`src/rtl/vx_tag_access_assoc.sv`:
```
// rtl/vx_tag_access_assoc.sv - N-way set-associative tag store with round-robin fill victims
// Walks every set to clear it after reset and on flush; responses are registered one cycle after accept.
module vx_tag_access_assoc #(
    parameter int NUM_SETS    = 4,
    parameter int NUM_WAYS    = 2,
    parameter int LINE_ADDR_W = 8,
    parameter int SET_BITS    = $clog2(NUM_SETS),
    parameter int TAG_W       = LINE_ADDR_W - SET_BITS,
    parameter int WAY_BITS    = (NUM_WAYS > 1) ? $clog2(NUM_WAYS) : 1
) (
    input  logic                   clk_i,
    input  logic                   rst_ni,
    input  logic                   flush_all_i,
    output logic                   flush_busy_o,
    input  logic                   req_valid_i,
    output logic                   req_ready_o,
    input  logic [1:0]             req_op_i,
    input  logic [LINE_ADDR_W-1:0] req_addr_i,
    output logic                   rsp_valid_o,
    input  logic                   rsp_ready_i,
    output logic                   rsp_hit_o,
    output logic [NUM_WAYS-1:0]    rsp_way_o,
    output logic                   rsp_evict_o,
    output logic [TAG_W-1:0]       rsp_evict_tag_o
);

    typedef enum logic [1:0] {
        ST_INIT  = 2'd0,
        ST_IDLE  = 2'd1,
        ST_FLUSH = 2'd2
    } state_t;

    localparam logic [SET_BITS-1:0] LAST_SET = SET_BITS'(NUM_SETS - 1);
    localparam logic [WAY_BITS-1:0] LAST_WAY = WAY_BITS'(NUM_WAYS - 1);

    state_t                             state_q;
    logic [SET_BITS-1:0]                walk_cnt_q;
    logic [NUM_SETS-1:0][NUM_WAYS-1:0]  valid_q;
    logic [TAG_W-1:0]                   tag_q [NUM_SETS][NUM_WAYS];
    logic [NUM_SETS-1:0][WAY_BITS-1:0]  rr_q;

    logic [SET_BITS-1:0] req_set;
    logic [TAG_W-1:0]    req_tag;
    logic                accept;
    logic                walking;
    logic                is_fill;
    logic                is_inval;
    logic [NUM_WAYS-1:0] hit_vec;
    logic [WAY_BITS-1:0] hit_idx;
    logic [WAY_BITS-1:0] inv_idx;
    logic                any_hit;
    logic                any_inv;
    logic [WAY_BITS-1:0] rr_cur;
    logic [WAY_BITS-1:0] rr_next;
    logic [WAY_BITS-1:0] wr_idx;
    logic [NUM_WAYS-1:0] wr_oh;
    logic                do_evict;
    logic [TAG_W-1:0]    victim_tag;

    assign req_set  = req_addr_i[SET_BITS-1:0];
    assign req_tag  = req_addr_i[LINE_ADDR_W-1:SET_BITS];
    assign walking  = (state_q != ST_IDLE);
    assign is_fill  = (req_op_i == 2'd1);
    assign is_inval = (req_op_i == 2'd2);

    assign req_ready_o = (state_q == ST_IDLE) && !flush_all_i && (!rsp_valid_o || rsp_ready_i);
    assign accept      = req_valid_i && req_ready_o;

    // Descending scan so the lowest-index match wins for both encoders.
    always_comb begin
        hit_vec = '0;
        hit_idx = '0;
        inv_idx = '0;
        for (int w = NUM_WAYS - 1; w >= 0; w--) begin
            hit_vec[w] = valid_q[req_set][w] && (tag_q[req_set][w] == req_tag);
            if (hit_vec[w]) begin
                hit_idx = WAY_BITS'(w);
            end
            if (!valid_q[req_set][w]) begin
                inv_idx = WAY_BITS'(w);
            end
        end
    end

    assign any_hit    = |hit_vec;
    assign any_inv    = ~&valid_q[req_set];
    assign rr_cur     = rr_q[req_set];
    assign rr_next    = (rr_cur == LAST_WAY) ? '0 : rr_cur + 1'b1;
    assign do_evict   = is_fill && !any_hit && !any_inv;
    assign wr_idx     = any_hit ? hit_idx : (any_inv ? inv_idx : rr_cur);
    assign wr_oh      = NUM_WAYS'(1) << wr_idx;
    assign victim_tag = tag_q[req_set][rr_cur];

    // Arrays carry no reset: the INIT walk clears the valid bits before any access.
    always_ff @(posedge clk_i) begin
        if (walking) begin
            valid_q[walk_cnt_q] <= '0;
        end else if (accept) begin
            if (is_fill) begin
                valid_q[req_set][wr_idx] <= 1'b1;
                tag_q[req_set][wr_idx]   <= req_tag;
            end else if (is_inval && any_hit) begin
                valid_q[req_set][hit_idx] <= 1'b0;
            end
        end
    end

    always_ff @(posedge clk_i or negedge rst_ni) begin
        if (!rst_ni) begin
            state_q         <= ST_INIT;
            walk_cnt_q      <= '0;
            flush_busy_o    <= 1'b1;
            rr_q            <= '0;
            rsp_valid_o     <= 1'b0;
            rsp_hit_o       <= 1'b0;
            rsp_way_o       <= '0;
            rsp_evict_o     <= 1'b0;
            rsp_evict_tag_o <= '0;
        end else begin
            case (state_q)
                ST_INIT, ST_FLUSH: begin
                    rr_q[walk_cnt_q] <= '0;
                    if (walk_cnt_q == LAST_SET) begin
                        state_q      <= ST_IDLE;
                        flush_busy_o <= 1'b0;
                        walk_cnt_q   <= '0;
                    end else begin
                        walk_cnt_q <= walk_cnt_q + 1'b1;
                    end
                end
                ST_IDLE: begin
                    if (flush_all_i) begin
                        state_q      <= ST_FLUSH;
                        flush_busy_o <= 1'b1;
                        walk_cnt_q   <= '0;
                    end
                end
                default: begin
                    state_q      <= ST_INIT;
                    flush_busy_o <= 1'b1;
                    walk_cnt_q   <= '0;
                end
            endcase

            if (accept && do_evict) begin
                rr_q[req_set] <= rr_next;
            end

            // A pending response is held until consumed; the walk runs alongside it.
            if (accept) begin
                rsp_valid_o <= 1'b1;
                rsp_hit_o   <= any_hit;
                if (is_fill) begin
                    rsp_way_o       <= wr_oh;
                    rsp_evict_o     <= do_evict;
                    rsp_evict_tag_o <= do_evict ? victim_tag : '0;
                end else begin
                    rsp_way_o       <= hit_vec;
                    rsp_evict_o     <= 1'b0;
                    rsp_evict_tag_o <= '0;
                end
            end else if (rsp_ready_i) begin
                rsp_valid_o <= 1'b0;
            end
        end
    end

endmodule
```
`config.mk`:
```
export PLATFORM = sky130hd
export DESIGN_NAME = vx_tag_access_assoc
export DESIGN_NICKNAME = d
export VERILOG_FILES = /design/src/rtl/vx_tag_access_assoc.sv
export SDC_FILE = /design/constraint.sdc
export NUM_CORES = 1
export LEC_CHECK = 0
export CAP_MARGIN = 0
export CORE_ASPECT_RATIO = 0.9
export CORE_MARGIN = 3
export CORE_UTILIZATION = 40
export DETAILED_ROUTE_END_ITERATION = 8
export DONT_BUFFER_PORTS = 1
export GPL_TIMING_DRIVEN = 0
export PLACE_DENSITY = 0.61
export SLEW_MARGIN = 0
export SYNTH_ARGS = -nofsm -noshare
export SYNTH_HDL_FRONTEND = slang
export SYNTH_SLANG_ARGS = --single-unit
```
`constraint.sdc`:
```
create_clock -name clk_i -period 2.4 [get_ports clk_i]
set_input_delay 0.48 -clock clk_i [delete_from_list [all_inputs] [get_ports clk_i]]
set_output_delay 0.48 -clock clk_i [all_outputs]
set_load 0.01 [all_outputs]
```
==> results.sh <==
export IMPL_hold_class="in -> reg"
export IMPL_via_count=2337
export IMPL_yosysWarningCount=0
export IMPL_synth_nets=279
export IMPL_viasPerCell=5.618
export IMPL_diodes=0
export IMPL_fin_crit_ps=2340
export IMPL_synth_top_area_share_pct=46.14
export IMPL_dp_cells=379
export IMPL_root_buffer="clkbuf_8"
export IMPL_setup_viol=0
export IMPL_grt_use_total_pct=16.56
export IMPL_status="complete, no violations"
export IMPL_synth_top_cell_by_area="edfxtp_1"
export IMPL_fin_area_mm2=0.004487
export IMPL_dp_worst_setup_slack_ps=-672.2
export IMPL_endpoint_kind="register"
export IMPL_cts_tree="yes"
export IMPL_crit_family="multiplexers"
export IMPL_path_max_fanout=5
export IMPL_hpwl_um=5532
export IMPL_num_io_pins=28
export IMPL_drv_slew=0
export IMPL_fp_dieH_um=96.56
export IMPL_syn_instance_count=260
export IMPL_slew_headroom_pct=41.88
export IMPL_cts_buffer_depth=2
export IMPL_drv_cap=0
export IMPL_coreArea_mm2=0.008728
export IMPL_ctsHtreeMaxLevel=3
export IMPL_crit_path_max_incr_delay_ps=520
export IMPL_crit_type="reg -> reg"
export IMPL_synth_edf_count=56
export IMPL_grt_max_degree=21
export IMPL_initial_core_util_pct=41.76
export IMPL_port_buffers=0
export IMPL_wire_per_inst_um=19.50
export IMPL_dr_pass1_iters=4
export IMPL_cts_made_buffers=9
export IMPL_timing_fmax_mhz=427.3
export IMPL_grt_ovfl_total=0
export IMPL_routed_wl_um=8110
export IMPL_startpoint_type="register"
export IMPL_ant_nets=0
export IMPL_critical_path_buf_inv_count=3
export IMPL_power_density_mw_per_mm2=833.5
export IMPL_fillCellCount=756
export IMPL_drt_iter0_markers=142
export IMPL_crit_slowest_cell="mux4_2"
export IMPL_synth_area_leaders="edfxtp_1 46%, dfrtp_1 13%, mux4_2 6.2%"
export IMPL_p_total_mw=3.740
export IMPL_tightest_slew_ps=869.0
export IMPL_cts_sinks=76
export IMPL_synth_area_mm2=0.003645
export IMPL_synth_seq_area_share_pct=59.90
export IMPL_cpMostUsedCell="buf_6"
export IMPL_yosysUniqueCellTypes=49
export IMPL_period_share_pct=97.51
export IMPL_placed_area_mm2=0.003896
export IMPL_async_reset_ff_share_pct=26.32
export IMPL_ys_seq_elements=76
export IMPL_crit_arrival_ps=2400
export IMPL_peakVddDrop_mv=0.2961
export IMPL_fin_worst_skew_ps=12.34
export IMPL_grt_pass1_wl_um=12640
export IMPL_synth_common_cells="56 x edfxtp_1, 30 x nand2_1, 19 x dfrtp_1"
export IMPL_nets=311
export IMPL_drive_gt1_share_pct=35.35
export IMPL_worstPathCellList="mux4_2 > xnor2_2 > nand3_2 > nor3_4 > buf_6 > buf_6 > o21ai_2 > a22oi_2 > buf_4"
export IMPL_fin_util_pct=51.40
export IMPL_grt_pass1_vias=2318
export IMPL_timing_hold_ws_ps=222.6
export IMPL_ys_flop_type="edfxtp_1"
export IMPL_drc=0
export IMPL_cp_required_ps=2460
export IMPL_antenna_found_initial=0
export IMPL_synth_avg_cell_area_um2=14.02
export IMPL_synth_most_common_cell="edfxtp_1"
export IMPL_fin_cells=416
export IMPL_place_congestion=0.8345
export IMPL_rsz0062_at_grt="true"
export IMPL_setup_ws_ps=59.70
export IMPL_clkTransAtPathRegs_ps=80
export IMPL_tns_ps=0
export IMPL_dieArea_mm2=0.01029
export IMPL_leakagePower_nw=1.596
export IMPL_syn2layout_area_growth_pct=23.10
export IMPL_die_x_um=106.6
export IMPL_insertion_delay_ps=350
export IMPL_hold_viol_final=0
export IMPL_num_rows=32
==> metal layers <==
| layer | track usage (%) | vias to the layer above | part of all wire [%] |
|---|---|---|---|
| met5 | 0 | - | 0 |
| met4 | 5.112 | 0 | 1.6 |
| met3 | 5.249 | 12 | 8.4 |
| met2 | 25.73 | 88 | 46 |
| met1 | 22.41 | 1177 | 44 |
| li1 | - | 1060 | - |
==> path summary, 6_finish.rpt <==
| path | to | cells after the start | slack, ps | startpoint |
|---|---|---|---|---|
| worst max-delay path | valid_q[7]$_DFFE_PP_ | 9 | 60 | tag_q[3][10]$_DFFE_PP_ |
| worst min-delay path | tag_q[2][8]$_DFFE_PP_ | 0 | 220 | req_addr_i[4] |
| worst max register to register | valid_q[7]$_DFFE_PP_ | 9 | 60 | tag_q[3][10]$_DFFE_PP_ |
| worst min register to register | walk_cnt_q[0]$_DFFE_PN0P_ | 1 | 540 | walk_cnt_q[0]$_DFFE_PN0P_ |
| max in group asynchronous | rsp_evict_tag_o[4]$_DFFE_PN0P_ | 1 | 1170 | rst_ni |
| min in group asynchronous | walk_cnt_q[1]$_DFFE_PN0P_ | 1 | 690 | rst_ni |
==> repair_timing <==
action                                  in CTS  in global routing
hold buffers                                 1                  0
hold endpoints to repair                    20                  0
setup buffers                               18                  7
gates resized for setup                     20                 20
cloned                                       0                  0
pin swaps                                   13                  7
endpoints found under the setup margin      65                 74
==> kinds of logic after synthesis <==
group	after synthesis	synth area share, %
simple gates	80	11.88
flops	76	59.90
compound gates	40	8.170
mux	25	12.53
buf+inv	23	3.261
xor+xnor	12	2.884
fa+ha+maj	4	1.373
==> cell type report <==
type                            instances  area, um2  share of cell area (%)
Clock buffer                            9      123.9                   2.761
Tap cell                              119      148.9                   3.318
Buffer                                 12      87.58                   1.952
Timing Repair Buffer                   22      234.0                   5.215
Sequential cell                        76       2183                   48.66
Clock inverter                          7      98.84                   2.203
Inverter                               10      37.54                  0.8366
Multi-Input combinational cell        161       1573                   35.05
==> worst reg2reg max path, delay by kind of cell (launching register included) <==
| family | cells | cell delay (ps) |
|---|---|---|
| flip-flops | 1 | 380 |
| buffers and inverters | 3 | 420 |
| multiplexers | 1 | 520 |
| AO/OA/AOI/OAI | 2 | 210 |
| AND/OR/NAND/NOR | 2 | 330 |
| XOR/XNOR | 1 | 180 |
==> layout by cell type (no fill, tap or decap), types with 8 or more instances in the layout <==
master and n:
mux4_2 15, mux2i_1 10, dfrtp_1 19, edfxtp_1 56
nand2_1 29, clkbuf_8 9, buf_4 8, buf_6 14
inv_1 10, xnor2_2 9
==> registers in the layout (all words and copies together), names as in the netlist <==
| name | cells |
|---|---|
| rsp_evict_o | 1 |
| rsp_evict_tag_o | 6 |
| rr_q | 4 |
| tag_q | 48 |
| walk_cnt_q | 2 |
| rsp_valid_o | 1 |
| valid_q | 8 |
| state_q | 2 |
| rsp_way_o | 2 |
| rsp_hit_o | 1 |
| flush_busy_o | 1 |
==> power by group <==
part	internal, mW	total [mW]	switching (mW)
Clock	0.592	1.08	0.484
Sequential	1.61	1.75	0.142
Combinational	0.360	0.911	0.552
Total	2.56	3.74	1.18
(Power assumes the default switching activity.)
